<file path="src/rtl/sha3_squeeze.sv">
// sha3_squeeze: streams the Keccak rate portion of a permuted state as 64-bit
// output words, un-swapping each lane's bytes, and requests further
// permutations when a SHAKE output runs past one rate block.
module sha3_squeeze #(
    parameter int unsigned OUTLEN_W = 16
) (
    input  logic                clk,
    input  logic                rst_n,
    input  logic                start_i,
    input  logic [2:0]          mode_sel_i,
    input  logic [OUTLEN_W-1:0] outlen_i,
    input  logic [0:1599]       state_i,
    input  logic                state_valid_i,
    output logic                perm_req_o,
    output logic [0:63]         dout_o,
    output logic [3:0]          dout_nbytes_o,
    output logic                dout_valid_o,
    input  logic                dout_ready_i,
    output logic                dout_last_o,
    output logic                busy_o,
    output logic                done_o
);

    localparam int unsigned LANE_W    = 64;
    localparam int unsigned MAX_LANES = 21;
    localparam int unsigned IDX_W     = 5;
    // Remaining-byte counter must hold both outlen/8 and the 64-byte maximum
    // of the fixed-length modes.
    localparam int unsigned REM_W     = (OUTLEN_W > 10) ? (OUTLEN_W - 3) : 7;
    localparam int unsigned STATE_W   = 1600;

    typedef enum logic [1:0] {
        S_IDLE = 2'd0,
        S_WAIT = 2'd1,
        S_EMIT = 2'd2,
        S_REQ  = 2'd3
    } state_t;

    state_t                  r_state;
    logic [IDX_W-1:0]        r_rate_words;
    logic [REM_W-1:0]        r_rem;
    logic [IDX_W-1:0]        r_idx;
    logic [0:63]             r_dout;
    logic [3:0]              r_nbytes;
    logic                    r_valid;
    logic                    r_last;
    logic                    r_perm_req;
    logic                    r_busy;
    logic                    r_done;
    logic [LANE_W-1:0]       r_buf [0:MAX_LANES-1];

    state_t                  w_state;
    logic [IDX_W-1:0]        w_rate_words;
    logic [REM_W-1:0]        w_rem;
    logic [IDX_W-1:0]        w_idx;
    logic [0:63]             w_dout;
    logic [3:0]              w_nbytes;
    logic                    w_valid;
    logic                    w_last;
    logic                    w_perm_req;
    logic                    w_busy;
    logic                    w_done;

    logic                    w_is_shake;
    logic [REM_W-1:0]        w_req_bytes;
    logic [REM_W-1:0]        w_rem_dec;
    logic [IDX_W-1:0]        w_idx_inc;
    logic [LANE_W-1:0]       w_lane;
    logic [3:0]              w_lane_nb;
    logic                    w_capture;
    logic                    w_unused;

    // Lanes past the largest rate and the sub-byte length bits never matter.
    assign w_unused = ^{state_i[LANE_W*MAX_LANES:STATE_W-1], outlen_i[2:0]};

    // Rate in 64-bit words for each mode.
    function automatic logic [IDX_W-1:0] rate_words_f(input logic [2:0] m);
        logic [IDX_W-1:0] r;
        case (m)
            3'd0:    r = IDX_W'(21);
            3'd1:    r = IDX_W'(17);
            3'd2:    r = IDX_W'(9);
            3'd3:    r = IDX_W'(13);
            3'd4:    r = IDX_W'(17);
            3'd5:    r = IDX_W'(18);
            default: r = IDX_W'(17);
        endcase
        return r;
    endfunction

    // Digest size in bytes for the fixed-length modes.
    function automatic logic [REM_W-1:0] fixed_bytes_f(input logic [2:0] m);
        logic [REM_W-1:0] b;
        case (m)
            3'd2:    b = REM_W'(64);
            3'd3:    b = REM_W'(48);
            3'd4:    b = REM_W'(32);
            3'd5:    b = REM_W'(28);
            default: b = REM_W'(32);
        endcase
        return b;
    endfunction

    // Valid bytes in the word about to be presented.
    function automatic logic [3:0] nbytes_f(input logic [REM_W-1:0] rem);
        return (rem >= REM_W'(8)) ? 4'd8 : rem[3:0];
    endfunction

    // Lane byte k (numeric bits [8k+7:8k]) lands in output byte k; bytes past nb are zeroed.
    function automatic logic [0:63] fmt_word(input logic [LANE_W-1:0] lane,
                                             input logic [3:0]        nb);
        logic [0:63] w;
        w = '0;
        for (int k = 0; k < 8; k++) begin
            if (4'(k) < nb) begin
                w[8*k +: 8] = lane[8*k +: 8];
            end
        end
        return w;
    endfunction

    assign w_is_shake  = (mode_sel_i == 3'd0) || (mode_sel_i == 3'd1);
    assign w_req_bytes = w_is_shake ? REM_W'(outlen_i[OUTLEN_W-1:3])
                                    : fixed_bytes_f(mode_sel_i);
    assign w_rem_dec   = r_rem - REM_W'(8);
    assign w_idx_inc   = r_idx + IDX_W'(1);
    assign w_capture   = (r_state == S_WAIT) && state_valid_i;

    // Next-state and next-output logic.
    always_comb begin
        w_state      = r_state;
        w_rate_words = r_rate_words;
        w_rem        = r_rem;
        w_idx        = r_idx;
        w_dout       = r_dout;
        w_nbytes     = r_nbytes;
        w_valid      = r_valid;
        w_last       = r_last;
        w_perm_req   = 1'b0;
        w_done       = 1'b0;
        w_lane       = '0;
        w_lane_nb    = 4'd0;

        unique case (r_state)
            S_IDLE: begin
                if (start_i) begin
                    if (w_req_bytes == '0) begin
                        w_done = 1'b1;
                    end else begin
                        w_rate_words = rate_words_f(mode_sel_i);
                        w_rem        = w_req_bytes;
                        w_state      = S_WAIT;
                    end
                end
            end

            S_WAIT: begin
                if (state_valid_i) begin
                    // Word 0 comes straight from the incoming state; the buffer fills in parallel.
                    w_lane    = state_i[0:LANE_W-1];
                    w_lane_nb = nbytes_f(r_rem);
                    w_idx     = '0;
                    w_dout    = fmt_word(w_lane, w_lane_nb);
                    w_nbytes  = w_lane_nb;
                    w_last    = (r_rem <= REM_W'(8));
                    w_valid   = 1'b1;
                    w_state   = S_EMIT;
                end
            end

            S_EMIT: begin
                if (dout_ready_i) begin
                    if (r_last) begin
                        w_state  = S_IDLE;
                        w_valid  = 1'b0;
                        w_last   = 1'b0;
                        w_dout   = '0;
                        w_nbytes = 4'd0;
                        w_rem    = '0;
                        w_idx    = '0;
                        w_done   = 1'b1;
                    end else if (r_idx == (r_rate_words - IDX_W'(1))) begin
                        w_state    = S_REQ;
                        w_valid    = 1'b0;
                        w_last     = 1'b0;
                        w_dout     = '0;
                        w_nbytes   = 4'd0;
                        w_rem      = w_rem_dec;
                        w_perm_req = 1'b1;
                    end else begin
                        w_lane    = r_buf[w_idx_inc];
                        w_lane_nb = nbytes_f(w_rem_dec);
                        w_idx     = w_idx_inc;
                        w_rem     = w_rem_dec;
                        w_dout    = fmt_word(w_lane, w_lane_nb);
                        w_nbytes  = w_lane_nb;
                        w_last    = (w_rem_dec <= REM_W'(8));
                    end
                end
            end

            S_REQ: begin
                w_state = S_WAIT;
            end

            default: begin
                w_state = S_IDLE;
            end
        endcase

        w_busy = (w_state != S_IDLE);
    end

    // State, counter and output registers.
    always_ff @(posedge clk or negedge rst_n) begin
        if (!rst_n) begin
            r_state      <= S_IDLE;
            r_rate_words <= '0;
            r_rem        <= '0;
            r_idx        <= '0;
            r_dout       <= '0;
            r_nbytes     <= 4'd0;
            r_valid      <= 1'b0;
            r_last       <= 1'b0;
            r_perm_req   <= 1'b0;
            r_busy       <= 1'b0;
            r_done       <= 1'b0;
        end else begin
            r_state      <= w_state;
            r_rate_words <= w_rate_words;
            r_rem        <= w_rem;
            r_idx        <= w_idx;
            r_dout       <= w_dout;
            r_nbytes     <= w_nbytes;
            r_valid      <= w_valid;
            r_last       <= w_last;
            r_perm_req   <= w_perm_req;
            r_busy       <= w_busy;
            r_done       <= w_done;
        end
    end

    // Rate-lane buffer, loaded once per permuted state.
    always_ff @(posedge clk) begin
        if (w_capture) begin
            for (int i = 0; i < MAX_LANES; i++) begin
                r_buf[i] <= state_i[LANE_W*i +: LANE_W];
            end
        end
    end

    assign perm_req_o    = r_perm_req;
    assign dout_o        = r_dout;
    assign dout_nbytes_o = r_nbytes;
    assign dout_valid_o  = r_valid;
    assign dout_last_o   = r_last;
    assign busy_o        = r_busy;
    assign done_o        = r_done;

endmodule

</file>
<file path="config.mk">
export PLATFORM = sky130hd
export DESIGN_NAME = sha3_squeeze
export DESIGN_NICKNAME = d
export VERILOG_FILES = /design/src/rtl/sha3_squeeze.sv
export SDC_FILE = /design/constraint.sdc
export NUM_CORES = 2
export LEC_CHECK = 0
export BUFFER_PORTS_ARGS = -buffer_cell sky130_fd_sc_hd__buf_4
export CORE_AREA = 4 4 667 669
export CTS_BUF_LIST = sky130_fd_sc_hd__clkbuf_8
export DETAILED_ROUTE_END_ITERATION = 10
export DIE_AREA = 0 0 671 673
export SLEW_MARGIN = 20
export SYNTH_ARGS = -nofsm -noshare
export SYNTH_HDL_FRONTEND = slang
export SYNTH_SLANG_ARGS = --single-unit
export TNS_END_PERCENT = 5
</file>
<file path="constraint.sdc">
create_clock -name clk -period 29.1 [get_ports clk]
set_input_delay 1.455 -clock clk [delete_from_list [all_inputs] [get_ports clk]]
set_output_delay 1.455 -clock clk [all_outputs]
set_load 0.02 [all_outputs]
</file>
==> qor.yml <==
r2r_slack_ns: 22.16
synth_warnings: 0
critPathMaxFanout: 83
rr_startpoint: "r_state[0]"
skew_ns: 0.0961
die_area_um2: 452000
dpl_cell_area_um2: 74300
relSlewSlack: 0.246
cpMostUsedCell: "buf_4"
antenna_found_initial: 178
peakVddDrop_uv: 45.5
layout.nets: 5976
fmax_mhz: 143
grt_max_degree: 185
maxCapViolCount: 0
p_leak_nw: 27.9
ys_ff_latch: 1442
setup_viol: 0
clkLatencyLatePin_ns: 1.05
cp.arrival_ns: 7.57
post_cts_buffers: 0
antenna_left: 0
rows: 243
hold_violations: 0
timing.rr.end: "r_buf[12][7]"
cts.htree.levels: 5
overflow: 0
wl_um: 296000
status: "finished clean"
io_pins: 1697
slowest_stage: "buf_4"
cts_tree: "done"
numCtsBuffers: 278
synth_ff_type: "edfxtp_1"
cts-root-buf: "clkbuf_8"
cts_hold_buf: 0
ys_async_sr_fraction: 0.0680
via_per_inst: 3.45
rr_worst_depth: 9
tns_ns: 0
layout_worst_path_cycle_share: 0.241
startpoint_type: "input port"
slew_viol_final: 0
fp.dieW_um: 671
critical_path.endpoint_type: "flop"
syn_area_um2: 56100
first_pass_iters: 5
holdWs_ns: 0.410
worst_slew_pin_slew_ns: 1.10
post-route-min-period_ns: 7.01
cp.required_ns: 29.67
crit_path_cell_trace: "buf_4, nand2_1, or2_2, inv_8, buf_4, buf_4, buf_4, buf_4, buf_4, buf_4"
crit_path_max_incr_delay_ns: 0.93
yosysSeqAreaShare: 0.764
start_util: 0.128
cts_sinks: 1442
synthCells: 2721
final_area_um2: 80100
layout-drive-gt1-share: 0.502
wire_per_inst_um: 28.2
gr-usage-all-layers: 0.125
criticalPathCategory: "in2reg"
vias: 36264
hp-class: "in2async"
die_height_um: 673
dp_hpwl_um: 238000
power_mw: 6.81
synth_fp_nets: 4350
place_inst: 9946
drc: 0
cts_buffer_depth: 4
place_congestion: 0.913
post_cts_resized: 0
powerDensity_nw_per_um2: 85.0
rsz0062_at_grt: "false"
grt_pass1_vias: 37830
syn_area_per_cell_um2: 20.6
nFillCells: 47042
grt_pass1_wl_um: 375000
portBuffers: 1437
core_um2: 438000
synth_cell_types: 63
first_iter_violations: 3340
synth_edf_count: 1344
syn_to_final_growth_pct: 43.0
clk_pin_slew_ns: 0.07
stdcell_count: 10524
==> metal layers <==
layer | track usage | vias to the layer above | routed length [um]
met2 | 0.195 | 2309 | 135000
met5 | 0 | - | 402
met4 | 0.0418 | 58 | 10200
li1 | - | 14702 | -
met1 | 0.161 | 18608 | 122000
met3 | 0.0428 | 587 | 28700
==> power by group <==
group          total [mW]  internal (mW)  switching, mW
sequential           2.90           2.73          0.168
clock                2.10           1.11          0.990
combinational        1.81          0.724           1.09
total                6.81           4.57           2.25
==> state kept, by name, summed over array words and instances (netlist names) <==
| name | flops |
|---|---|
| busy_o | 1 |
| dout_valid_o | 1 |
| r_rem | 13 |
| r_rate_words | 5 |
| r_idx | 5 |
| dout_last_o | 1 |
| dout_nbytes_o | 4 |
| dout_o | 64 |
| r_buf | 1344 |
| perm_req_o | 1 |
| r_state | 2 |
| done_o | 1 |
==> critical path, delay by kind of cell <==
family	cells	cell delay, ns
AND/OR/NAND/NOR	2	0.54
buffers and inverters	8	5.12
==> cell families (layout without fill, tap and decap cells) <==
| kind of cell | Yosys count | in the layout | share of synthesized area |
|---|---|---|---|
| other | 0 | 71 | 0 |
| DFF | 1442 | 1442 | 0.764 |
| buffers and inverters | 164 | 2016 | 0.0124 |
| adders and majority gates | 5 | 5 | 0.00112 |
| and+or+nand+nor | 411 | 411 | 0.0331 |
| muxes | 393 | 393 | 0.142 |
| AOI/OAI and AO/OA | 293 | 293 | 0.0459 |
| xor gates and xnor gates | 13 | 13 | 0.00217 |
==> area by class of cell <==
type                            instances  area [um2]  share of cell area
Inverter                               10        45.0            0.000562
Clock inverter                        213        1620              0.0202
Sequential cell                      1442       42800               0.534
Antenna cell                           71         178             0.00222
Timing Repair Buffer                 1500       11400               0.142
Multi-Input combinational cell       1115       12700               0.158
Tap cell                             5880        7360              0.0918
Clock buffer                          293        4030              0.0503
==> cells in the final DEF, fill, tap and decap left out, types with 8 or more instances in the layout <==
cell type / instances
buf_4: 1490
edfxtp_1: 1344
mux4_2: 320
clkbuf_8: 294
nand2_1: 275
inv_1: 104
dfrtp_1: 97
diode_2: 71
mux2i_1: 70
a22oi_1: 66
and3_1: 65
a32o_1: 59
o31ai_2: 56
clkinv_1: 32
clkinv_2: 32
a21oi_1: 22
nor2_1: 21
bufinv_16: 17
o21ai_0: 16
o21ai_1: 15
inv_12: 12
nand3_1: 9
a221o_1: 9
nor3_1: 8
o21ai_2: 8
inv_6: 8
==> synthesized netlist by cell type, types with 15 or more instances <==
cell,count,area [um2]
a22oi_1,66,495
edfxtp_1,1344,40400
mux2i_1,72,721
nor2_1,22,82.6
buf_2,45,225
buf_1,16,60.1
o21ai_0,16,80.1
dfrtp_1,98,2450
o31ai_2,56,701
o21ai_1,15,75.1
nand2_1,275,1030
and3_1,65,407
a32o_1,59,591
a21oi_1,29,145
mux4_2,320,7210
clkbuf_1,87,327
==> metrics by stage <==
step / util / setup slack [ns]
after floorplan: - / 11.15
after global placement: 0.169 / 21.18
after detailed placement: 0.170 / 20.93
after CTS: 0.182 / 22.03
after global routing: 0.183 / 21.61
final: 0.183 / 22.09
==> worst max-delay path by stage <==
stage	start	end	slack, ns	cells after the start
6_report	state_valid_i	r_buf[12][7]	22.09	10
5_1_grt	r_state[0]	r_buf[13][44]	21.61	9
4_1_cts	r_state[0]	r_buf[12][43]	22.03	9
3_5_place_dp	state_valid_i	r_buf[12][43]	20.93	10
3_3_place_gp	state_valid_i	r_buf[12][43]	21.18	10
2_1_floorplan	state_valid_i	dout_o[10]	11.15	8
Power figures use the tool's default switching activity.
